==> config.mk <==
export PLATFORM = sky130hd
export DESIGN_NAME = switch_endpoint_port_flat
export DESIGN_NICKNAME = d
export VERILOG_FILES = /design/src/rtl/chiplet_types_pkg.sv /design/src/rtl/switch_if.sv /design/src/rtl/endpoint_rx_fifo.sv /design/src/rtl/switch_endpoint_port.sv /design/src/flat_wrapper.sv
export SDC_FILE = /design/constraint.sdc
export NUM_CORES = 1
export LEC_CHECK = 0
export BUFFER_PORTS_ARGS = -buffer_cell sky130_fd_sc_hd__buf_2
export CORE_UTILIZATION = 55
export CTS_BUF_LIST = sky130_fd_sc_hd__clkbuf_4 sky130_fd_sc_hd__clkbuf_8
export CTS_CLUSTER_DIAMETER = 50
export CTS_CLUSTER_SIZE = 16
export DETAILED_ROUTE_END_ITERATION = 10
export GPL_ROUTABILITY_DRIVEN = 0
export MAX_ROUTING_LAYER = met4
export PLACE_DENSITY_LB_ADDON = 0.12
export RECOVER_POWER = 100
export SLEW_MARGIN = 0
export SYNTH_ARGS = -nofsm -noshare
export SYNTH_HDL_FRONTEND = slang
export SYNTH_SLANG_ARGS = --single-unit
==> constraint.sdc <==
create_clock -name clk -period 16.98 [get_ports clk]
set_input_delay 0 -clock clk [delete_from_list [all_inputs] [get_ports clk]]
set_output_delay 0 -clock clk [all_outputs]
set_load 0.1 [all_outputs]
==> src/rtl/chiplet_types_pkg.sv <==
// chiplet_types_pkg: flit and identifier types shared by the switch and its endpoint adapters.
package chiplet_types_pkg;
    localparam int VC_COUNT = 2;
    localparam int NODE_W   = 4;
    localparam int DATA_W   = 32;

    typedef logic [$clog2(VC_COUNT)-1:0] vc_t;
    typedef logic [NODE_W-1:0]           node_id_t;

    typedef struct packed {
        node_id_t          dst;
        node_id_t          src;
        vc_t               vc;
        logic [DATA_W-1:0] payload;
    } flit_t;
endpackage

==> src/rtl/switch_if.sv <==
// switch_if: shared switch/endpoint link bundle; every vector has one slot per switch port.
interface switch_if #(
    parameter int NUM_OUTPORTS = 4,
    parameter int NUM_BUFFERS  = 4,
    parameter int NUM_VCS      = 2
);
    import chiplet_types_pkg::*;
    flit_t                                in [NUM_OUTPORTS];
    logic [NUM_OUTPORTS-1:0]              data_ready_in;
    logic [NUM_OUTPORTS-1:0][NUM_VCS-1:0] credit_granted;
    logic [NUM_OUTPORTS-1:0]              packet_sent;
    flit_t                                out [NUM_OUTPORTS];
    logic [NUM_OUTPORTS-1:0]              data_ready_out;
    logic [NUM_OUTPORTS-1:0][NUM_VCS-1:0] buffer_available;
    logic                                 config_done;

    modport endpoint (
        output in, data_ready_in, credit_granted, packet_sent,
        input  out, data_ready_out, buffer_available, config_done
    );

    modport fabric (
        input  in, data_ready_in, credit_granted, packet_sent,
        output out, data_ready_out, buffer_available, config_done
    );
endinterface

==> src/rtl/endpoint_rx_fifo.sv <==
// endpoint_rx_fifo: synchronous FIFO; pointers carry one extra wrap bit so full and empty are distinguishable.
module endpoint_rx_fifo #(
    parameter  int WIDTH = 8,
    parameter  int DEPTH = 8,
    localparam int AW    = $clog2(DEPTH)
) (
    input  logic             clk,
    input  logic             rst,
    input  logic             push,
    input  logic [WIDTH-1:0] din,
    input  logic             pop,
    output logic [WIDTH-1:0] dout,
    output logic             full,
    output logic             empty,
    output logic [AW:0]      count
);
    logic [WIDTH-1:0] mem [DEPTH];
    logic [AW:0]      wr_ptr;
    logic [AW:0]      rd_ptr;

    assign empty = wr_ptr == rd_ptr;
    assign full  = (wr_ptr[AW] != rd_ptr[AW]) && (wr_ptr[AW-1:0] == rd_ptr[AW-1:0]);
    assign count = wr_ptr - rd_ptr;
    assign dout  = mem[rd_ptr[AW-1:0]];

    always_ff @(posedge clk or posedge rst) begin
        if (rst) begin
            wr_ptr <= '0;
            rd_ptr <= '0;
        end else begin
            if (push) wr_ptr <= wr_ptr + (AW+1)'(1);
            if (pop) rd_ptr <= rd_ptr + (AW+1)'(1);
        end
    end

    // Storage needs no reset: nothing is read until the pointers say it was written.
    always_ff @(posedge clk) begin
        if (push) mem[wr_ptr[AW-1:0]] <= din;
    end
endmodule

==> src/rtl/switch_endpoint_port.sv <==
// switch_endpoint_port: endpoint link adapter; credit-gated TX into switch input PORT, FIFO-backed RX from output PORT.
module switch_endpoint_port
    import chiplet_types_pkg::*;
#(
    parameter  int NUM_OUTPORTS = 4,
    parameter  int NUM_BUFFERS  = 4,
    parameter  int NUM_VCS      = 2,
    parameter  int PORT         = 0,
    parameter  int BUFFER_DEPTH = 8,
    parameter  int RX_DEPTH     = 8,
    localparam int CW           = $clog2(BUFFER_DEPTH + 1)
) (
    input  logic                   clk,
    input  logic                   rst,
    switch_if.endpoint             sw,
    input  logic                   tx_valid,
    input  flit_t                  tx_flit,
    input  logic                   tx_last,
    output logic                   tx_ready,
    output logic                   rx_valid,
    output flit_t                  rx_flit,
    input  logic                   rx_ready,
    output logic                   rx_overflow,
    output logic [NUM_VCS*CW-1:0]  credits
);
    localparam int RAW = $clog2(RX_DEPTH);

    logic               tx_accept;
    logic [NUM_VCS-1:0] has_credit;
    flit_t              in_q;
    logic               dr_q;
    logic               ps_q;
    logic [NUM_VCS-1:0] cg_q;
    logic               rx_push;
    logic               rx_pop;
    logic               rx_full;
    logic               rx_empty;
    logic [RAW:0]       rx_count;

    assign tx_ready  = !rst && sw.config_done && has_credit[tx_flit.vc];
    assign tx_accept = tx_valid && tx_ready;

    assign sw.in[PORT]             = in_q;
    assign sw.data_ready_in[PORT]  = dr_q;
    assign sw.packet_sent[PORT]    = ps_q;
    assign sw.credit_granted[PORT] = cg_q;

    always_ff @(posedge clk or posedge rst) begin
        if (rst) begin
            in_q <= '0;
            dr_q <= 1'b0;
            ps_q <= 1'b0;
        end else begin
            dr_q <= tx_accept;
            ps_q <= tx_accept && tx_last;
            if (tx_accept) in_q <= tx_flit;
        end
    end

    for (genvar v = 0; v < NUM_VCS; v++) begin : g_vc
        logic          send;
        logic          ret;
        logic [CW-1:0] cnt;

        assign send          = tx_accept && (tx_flit.vc == vc_t'(v));
        assign ret           = sw.buffer_available[PORT][v];
        assign has_credit[v] = cnt != '0;
        assign credits[v*CW +: CW] = cnt;

        // A return that would exceed the switch buffer depth is a protocol error; the count holds.
        always_ff @(posedge clk or posedge rst) begin
            if (rst) cnt <= CW'(BUFFER_DEPTH);
            else if (send && !ret) cnt <= cnt - CW'(1);
            else if (ret && !send && cnt != CW'(BUFFER_DEPTH)) cnt <= cnt + CW'(1);
        end

        assert property (@(posedge clk) disable iff (rst) !(ret && !send && cnt == CW'(BUFFER_DEPTH)));
    end

    // A pop on a full FIFO frees the slot the simultaneous arrival lands in.
    assign rx_pop   = !rx_empty && rx_ready;
    assign rx_push  = sw.data_ready_out[PORT] && (!rx_full || rx_pop);
    assign rx_valid = !rx_empty;

    endpoint_rx_fifo #(
        .WIDTH ($bits(flit_t)),
        .DEPTH (RX_DEPTH)
    ) u_rx_fifo (
        .clk   (clk),
        .rst   (rst),
        .push  (rx_push),
        .din   (sw.out[PORT]),
        .pop   (rx_pop),
        .dout  (rx_flit),
        .full  (rx_full),
        .empty (rx_empty),
        .count (rx_count)
    );

    always_ff @(posedge clk or posedge rst) begin
        if (rst) begin
            rx_overflow <= 1'b0;
            cg_q        <= '0;
        end else begin
            if (sw.data_ready_out[PORT] && rx_full && !rx_pop) rx_overflow <= 1'b1;
            cg_q <= rx_pop ? NUM_VCS'(1) << rx_flit.vc : '0;
        end
    end

    assert property (@(posedge clk) PORT < NUM_OUTPORTS && NUM_BUFFERS > 0);
    assert property (@(posedge clk) disable iff (rst) rx_count <= (RAW+1)'(RX_DEPTH));
endmodule
==> src/flat_wrapper.sv <==
// flat-port wrapper written by rule: the top's interface ports become plain ports
module switch_endpoint_port_flat import chiplet_types_pkg::*;
#(
    parameter  int NUM_OUTPORTS = 4,
    parameter  int NUM_BUFFERS  = 4,
    parameter  int NUM_VCS      = 2,
    parameter  int PORT         = 0,
    parameter  int BUFFER_DEPTH = 8,
    parameter  int RX_DEPTH     = 8,
    localparam int CW           = $clog2(BUFFER_DEPTH + 1)
)
  (clk, rst, tx_valid, tx_flit, tx_last, tx_ready, rx_valid, rx_flit, rx_ready, rx_overflow, credits, sw_in, sw_data_ready_in, sw_credit_granted, sw_packet_sent, sw_out, sw_data_ready_out, sw_buffer_available, sw_config_done);
  switch_if #(.NUM_OUTPORTS(NUM_OUTPORTS), .NUM_BUFFERS(NUM_BUFFERS), .NUM_VCS(NUM_VCS)) sw_i ();
  input  logic clk;
  input  logic rst;
  input  logic tx_valid;
  input  flit_t tx_flit;
  input  logic tx_last;
  output logic tx_ready;
  output logic rx_valid;
  output flit_t rx_flit;
  input  logic rx_ready;
  output logic rx_overflow;
  output logic [NUM_VCS*CW-1:0] credits;
  output wire logic [$bits(sw_i.in)-1:0] sw_in;
  output wire logic [$bits(sw_i.data_ready_in)-1:0] sw_data_ready_in;
  output wire logic [$bits(sw_i.credit_granted)-1:0] sw_credit_granted;
  output wire logic [$bits(sw_i.packet_sent)-1:0] sw_packet_sent;
  input wire logic [$bits(sw_i.out)-1:0] sw_out;
  input wire logic [$bits(sw_i.data_ready_out)-1:0] sw_data_ready_out;
  input wire logic [$bits(sw_i.buffer_available)-1:0] sw_buffer_available;
  input wire logic [$bits(sw_i.config_done)-1:0] sw_config_done;
  assign sw_in = {>>{sw_i.in}};
  assign sw_data_ready_in = sw_i.data_ready_in;
  assign sw_credit_granted = sw_i.credit_granted;
  assign sw_packet_sent = sw_i.packet_sent;
  assign sw_i.out = {>>{sw_out}};
  assign sw_i.data_ready_out = sw_data_ready_out;
  assign sw_i.buffer_available = sw_buffer_available;
  assign sw_i.config_done = sw_config_done;
  switch_endpoint_port #(.NUM_OUTPORTS(NUM_OUTPORTS), .NUM_BUFFERS(NUM_BUFFERS), .NUM_VCS(NUM_VCS), .PORT(PORT), .BUFFER_DEPTH(BUFFER_DEPTH), .RX_DEPTH(RX_DEPTH)) u_core (.clk(clk), .rst(rst), .sw(sw_i), .tx_valid(tx_valid), .tx_flit(tx_flit), .tx_last(tx_last), .tx_ready(tx_ready), .rx_valid(rx_valid), .rx_flit(rx_flit), .rx_ready(rx_ready), .rx_overflow(rx_overflow), .credits(credits));
endmodule
Word-level counts from Yosys, hierarchy flattened

Memories as Yosys holds them, arrays and structs flattened.
Index checks and enable logic that the tools add are counted.
W data, S select, Z words.

Magnitude comparators: 1
$add $sub $neg: 6
Eq/ne operators: 5
Bitwise operators: 1
Reduce and logical (&&, ||, !) cells: 30
Shifts and indexed selects: 1
Mux-type cells: 9

Operators with widths:

| cell                  | number |
|---|---|
| $logic_and A1 B1 Y1   | 17 |
| $add A4 B1 Y4 const B | 4 |
| $mux W4               | 4 |
| $logic_not A1 Y1      | 8 |
| $ne A4 B4 Y1 const B  | 2 |
| $reduce_bool A4 Y1    | 2 |
| $sub A4 B1 Y4 const B | 2 |
| $eq A4 B4 Y1          | 1 |
| $mux W1               | 4 |
| $reduce_bool A2 Y1    | 2 |
| $eq A3 B3 Y1          | 1 |
| $lt A1 B2 Y1 const B  | 1 |
| $mux W2               | 1 |
| $shl A1 B1 Y2 const A | 1 |
| $logic_or A1 B1 Y1    | 1 |
| $ne A1 B1 Y1          | 1 |
| $not A1 Y1            | 1 |

RAM bits: 328
Word-level logic and storage cells: 66
Bits in registers: 62
Memories kept: 1
Output and inout bits: 232

Memories:

| name                 | depth | width | rd ports | clocked after Yosys merged registers in | write ports | RTL line               | text |
|---|---|---|---|---|---|---|---|
| u_core.u_rx_fifo.mem | 8     | 41    | 1        | 0                                       | 1           | endpoint_rx_fifo.sv:17 | `logic [WIDTH-1:0] mem [DEPTH];` |

Longest topological paths before layout

Depth after elaboration: 11
Depth in mapped cells: 8

By module

From an unflattened synthesis, not the netlist that was laid out.

Cells, all modules: 952
Area, all modules: 16560.9 µm²

By module, submodules not included:

| module               | area an instance (µm²) | instances | cells an instance |
|---|---|---|---|
| endpoint_rx_fifo     | 12826.1                | 1         | 616 |
| switch_endpoint_port | 3734.8                 | 1         | 336 |

Worst setup path before layout

OpenSTA, ideal clock, no wires.

Path kind: reg-to-reg
From: reg u_core.u_rx_fifo.wr_ptr[1]
To: mem u_core.u_rx_fifo.mem[0][0] in the netlist's numbering (enable)
Period minus slack after synthesis: 5469 ps
Stages on the path, launching flop included: 6
Data required time: 16438 ps
Path buffers: 1
Setup slack: 11511 ps
Arrival time: 4927 ps
Path through: dfrtp_1 > buf_2 > xnor2_1 > nand3_1 > nor2_1 > nor4_1

Cells in the longest elaborated chain, start to end: 7

Ends and longest elaborated chain:

| what                                                           | RTL line                                               | text |
|---|---|---|
| start: declaration                                             | endpoint_rx_fifo.sv:18                                 | `logic [AW:0] wr_ptr;` |
| start signal: assignment                                       | endpoint_rx_fifo.sv:31                                 | `if (push) wr_ptr <= wr_ptr + (AW+1)'(1);` |
| $eq A4 B4 Y1 / $eq A3 B3 Y1 (equally long branches)            | endpoint_rx_fifo.sv:21, endpoint_rx_fifo.sv:22         |  |
| $logic_not A1 Y1 / $logic_and A1 B1 Y1 (equally long branches) | switch_endpoint_port.sv:81, endpoint_rx_fifo.sv:22     |  |
| $logic_and A1 B1 Y1 / $logic_not A1 Y1 (equally long branches) | switch_endpoint_port.sv:81, switch_endpoint_port.sv:82 |  |
| $logic_or A1 B1 Y1                                             | switch_endpoint_port.sv:82                             | `assign rx_push = sw.data_ready_out[PORT] && (!rx_full \|\| rx_pop);` |
| $logic_and A1 B1 Y1                                            | switch_endpoint_port.sv:82                             |  |
| $mux W1                                                        | endpoint_rx_fifo.sv:38                                 | `if (push) mem[wr_ptr[AW-1:0]] <= din;` |
| $mux W1 (not written as such)                                  | endpoint_rx_fifo.sv:38                                 |  |
| end: declaration                                               | endpoint_rx_fifo.sv:17                                 |  |

Several ways; a longest one is shown, not always the timed one.

==> flow_summary.toml <==
[worst_hold_path]
hold_depth = 4
worstHoldStart = "sw_config_done"
min_path_type = "primary input to flip-flop"
holdPathEnd = "u_core.g_vc[1].cnt[1]$_DFFE_PP0P_"

[critical_path]
worstReg2RegEnd = "u_core.u_rx_fifo.mem[4][1]$_DFFE_PP_"
endpoint_kind = "primary output"
cp_data_required_time_ps = 16980
max_stage_delay_ps = 3340
path_cells = "clkbuf_1, mux4_2, mux2_2, clkbuf_1"
r2r.worst_path.cells = 5
arrival_ps = 6280
cp-start-kind = "flip-flop"
r2r-start = "u_core.u_rx_fifo.rd_ptr[0]$_DFFE_PP0P_"
cp_slowest_cell = "clkbuf_1"
ff2ff_setup_slack_ps = 10930
path_class = "flip-flop to primary output"
crit_top_cell = "clkbuf_1"
cp_max_fo = 85

[floorplanning]
pin_count = 455
dieArea_mm2 = 0.0312
die_x_um = 177
fp.dieH_um = 177
core_area_mm2 = 0.0298
rows = 63
start_util = 0.562

[sta]
period_share = 0.370
tns_ps = 0
rsz0062_at_grt = "no"
maxSlewHeadroom = -2.20
period_needed_ps = 6280
final_hold_viol_count = 0
hold_ws_ps = 98.0
worst_pin_slew_ps = 4810
clock.fmax_ghz = 0.159
finalSetupViolCount = 0
drv_slew = 581
fin_skew_ps = 16.0

[cts]
insertion_delay_ps = 560
cts_sinks = 390
tritoncts = "built"
root_buffer = "clkbuf_8"
path_clk_slew_ps = 80
cts_resized = 0
cts_made_buffers = 36
cts_max_path_buffers = 3
htree_num_levels = 2
postCtsSetupRepairBufs = 0

[layout]
synthToLayoutAreaGrowth_pct = 12.0
instances_no_fill = 1565
drive_above_1_share = 0.165
finish.net_count = 1379

[logic_synthesis]
yosys_warnings = 135
seq_area_frac_synth = 0.680
yosysMostFrequentCell = "edfxtp_1"
netlist_top_cells_area = "edfxtp_1 (59%), dfrtp_1 (9.0%), mux4_1 (8.6%)"
synth_cells = 857
async_reset_ff_frac = 0.159
synth_edf_count = 328
synth_top_flop_cell = "edfxtp_1"
yosysTopAreaCellShare = 0.588
yosys.area.top_type = "edfxtp_1"
synth.avg_cell_area_um2 = 19.6
synth_area_mm2 = 0.0168
yosysUniqueCellTypes = 56
yosys-top-cells-count = "edfxtp_1 (328), buf_4 (137), dfrtp_1 (60), mux4_1 (55), mux2_2 (47)"
synth-seq-cells = 390

[routing]
vias = 8223
detail-route-antenna-nets = 0
drt_iter0_drc = 389
avgRoutedWirePerCell_um = 22.0
first_pass_iters = 4
drc_errors = 0
vias_per_cell = 5.25
totalWireLength_um = 34400

[grt]
grt-ovfl-total = 0
grt_pass1_vias = 8114
grt_max_degree = 86
grt_pass1_wl_um = 49300
antenna_found_initial = 5
track_usage = 0.226

[run_status]
violations = "capacitance limit, slew limit"
status = "finished with violations"

[placed_design]
placed_cells = 1410
dp.final_hpwl_um = 20000
port_buffers = 187

[job]
cap_violations = 12
==> cell type report <==
| type | count | area, µm² |
|---|---|---|
| clock buffers | 39 | 524 |
| flip-flops and latches | 390 | 11400 |
| clock inverters | 21 | 184 |
| well taps | 390 | 488 |
| diodes | 5 | 12.5 |
| fillers | 2239 | 11000 |
| inverters | 8 | 30.0 |
| repair buffers | 290 | 1720 |
| multi-input cells | 422 | 4410 |
==> how the worst max path moves through the flow <==
stage,to,slack [ps],startpoint
finish,rx_flit[39],10700,u_core.u_rx_fifo.rd_ptr[1]$_DFFE_PP0P_
CTS,rx_flit[1],13340,u_core.u_rx_fifo.rd_ptr[0]$_DFFE_PP0P_
detailed placement,rx_flit[38],13970,u_core.u_rx_fifo.rd_ptr[0]$_DFFE_PP0P_
floorplan,u_core.u_rx_fifo.mem[0][0]$_DFFE_PP_,11510,u_core.u_rx_fifo.wr_ptr[1]$_DFFE_PP0P_
global route,rx_flit[38],10250,u_core.u_rx_fifo.rd_ptr[1]$_DFFE_PP0P_
global placement,rx_flit[1],13970,u_core.u_rx_fifo.rd_ptr[0]$_DFFE_PP0P_
==> kinds of logic (layout without fill, tap and decap cells) <==
group           after synthesis  in the layout  synth area share
simple gates                 54             54            0.0194
xor+xnor                     14             14           0.00732
flops                       390            390             0.680
buf+inv                     179            358            0.0794
compound gates               42             42            0.0170
mux                         169            169             0.189
other cells                   1            140          0.000224
fa+ha+maj                     8              8           0.00687
==> repair_timing <==
item / in CTS / in global routing
hold buffers: 90 / 0
setup endpoints to repair: 0 / 0
hold endpoints to repair: 448 / 0
==> registers in the layout, indices dropped and copies added (netlist names) <==
register and flops:
u_core.cg_q 2, u_core.dr_q 1, u_core.g_vc.cnt 8, u_core.ps_q 1
u_core.rx_overflow 1, u_core.sw.in 41, u_core.u_rx_fifo.mem 328, u_core.u_rx_fifo.rd_ptr 4
u_core.u_rx_fifo.wr_ptr 4
==> metrics by stage <==
step            util  setup slack (ps)  area (µm²)
6_report       0.630             10700       18800
5_1_grt        0.630             10250       18800
4_1_cts        0.643             13340       19200
3_5_place_dp   0.589             13970       17500
3_3_place_gp   0.589             13970       17500
2_1_floorplan      -             11510       17300
==> cell usage in the layout, fill, tap and decap left out, types with 3 or more instances in the layout <==
| cell | netlist | routed |
|---|---|---|
| mux2_1 | 0 | 39 |
| clkbuf_1 | 6 | 150 |
| edfxtp_1 | 328 | 328 |
| clkinv_1 | 0 | 4 |
| ha_1 | 6 | 6 |
| clkinvlp_4 | 0 | 6 |
| nor3_2 | 0 | 4 |
| xnor2_1 | 11 | 11 |
| conb_1 | 1 | 135 |
| dfrtp_1 | 60 | 58 |
| dlygate4sd3_1 | 0 | 90 |
| buf_2 | 9 | 48 |
| nand3_1 | 4 | 4 |
| o21ai_0 | 8 | 10 |
| a21oi_1 | 12 | 12 |
| o211ai_1 | 5 | 5 |
| clkbuf_8 | 0 | 37 |
| xor2_1 | 3 | 3 |
| inv_6 | 0 | 3 |
| mux2_2 | 47 | 46 |
| nor3_1 | 9 | 5 |
| diode_2 | 0 | 5 |
| mux4_1 | 55 | 55 |
| inv_1 | 8 | 7 |
| nor4_1 | 3 | 3 |
| nor2_1 | 8 | 8 |
| mux4_2 | 27 | 27 |
| a21o_1 | 3 | 3 |
| nand2_1 | 11 | 11 |
| clkinv_2 | 0 | 3 |
==> routing by layer <==
| layer | part of all wire | wire length (µm) | GRT usage | up-vias |
|---|---|---|---|---|
| met5 | 0 | 0 | - | - |
| met3 | 0.051 | 1740 | 0.0405 | 60 |
| met2 | 0.52 | 18100 | 0.390 | 267 |
| met1 | 0.39 | 13300 | 0.264 | 4171 |
| met4 | 0.039 | 1350 | 0.0884 | 0 |
| li1 | - | - | - | 3725 |
==> worst max-delay path: cells and delay by family, from the launching register on <==
family	cells	cell delay, ps
mux	2	930
buf+inv	2	4330
flops	1	410
Power is not shown: default switching activity piles up to over one toggle a cycle in this logic, so the estimate is an artifact.
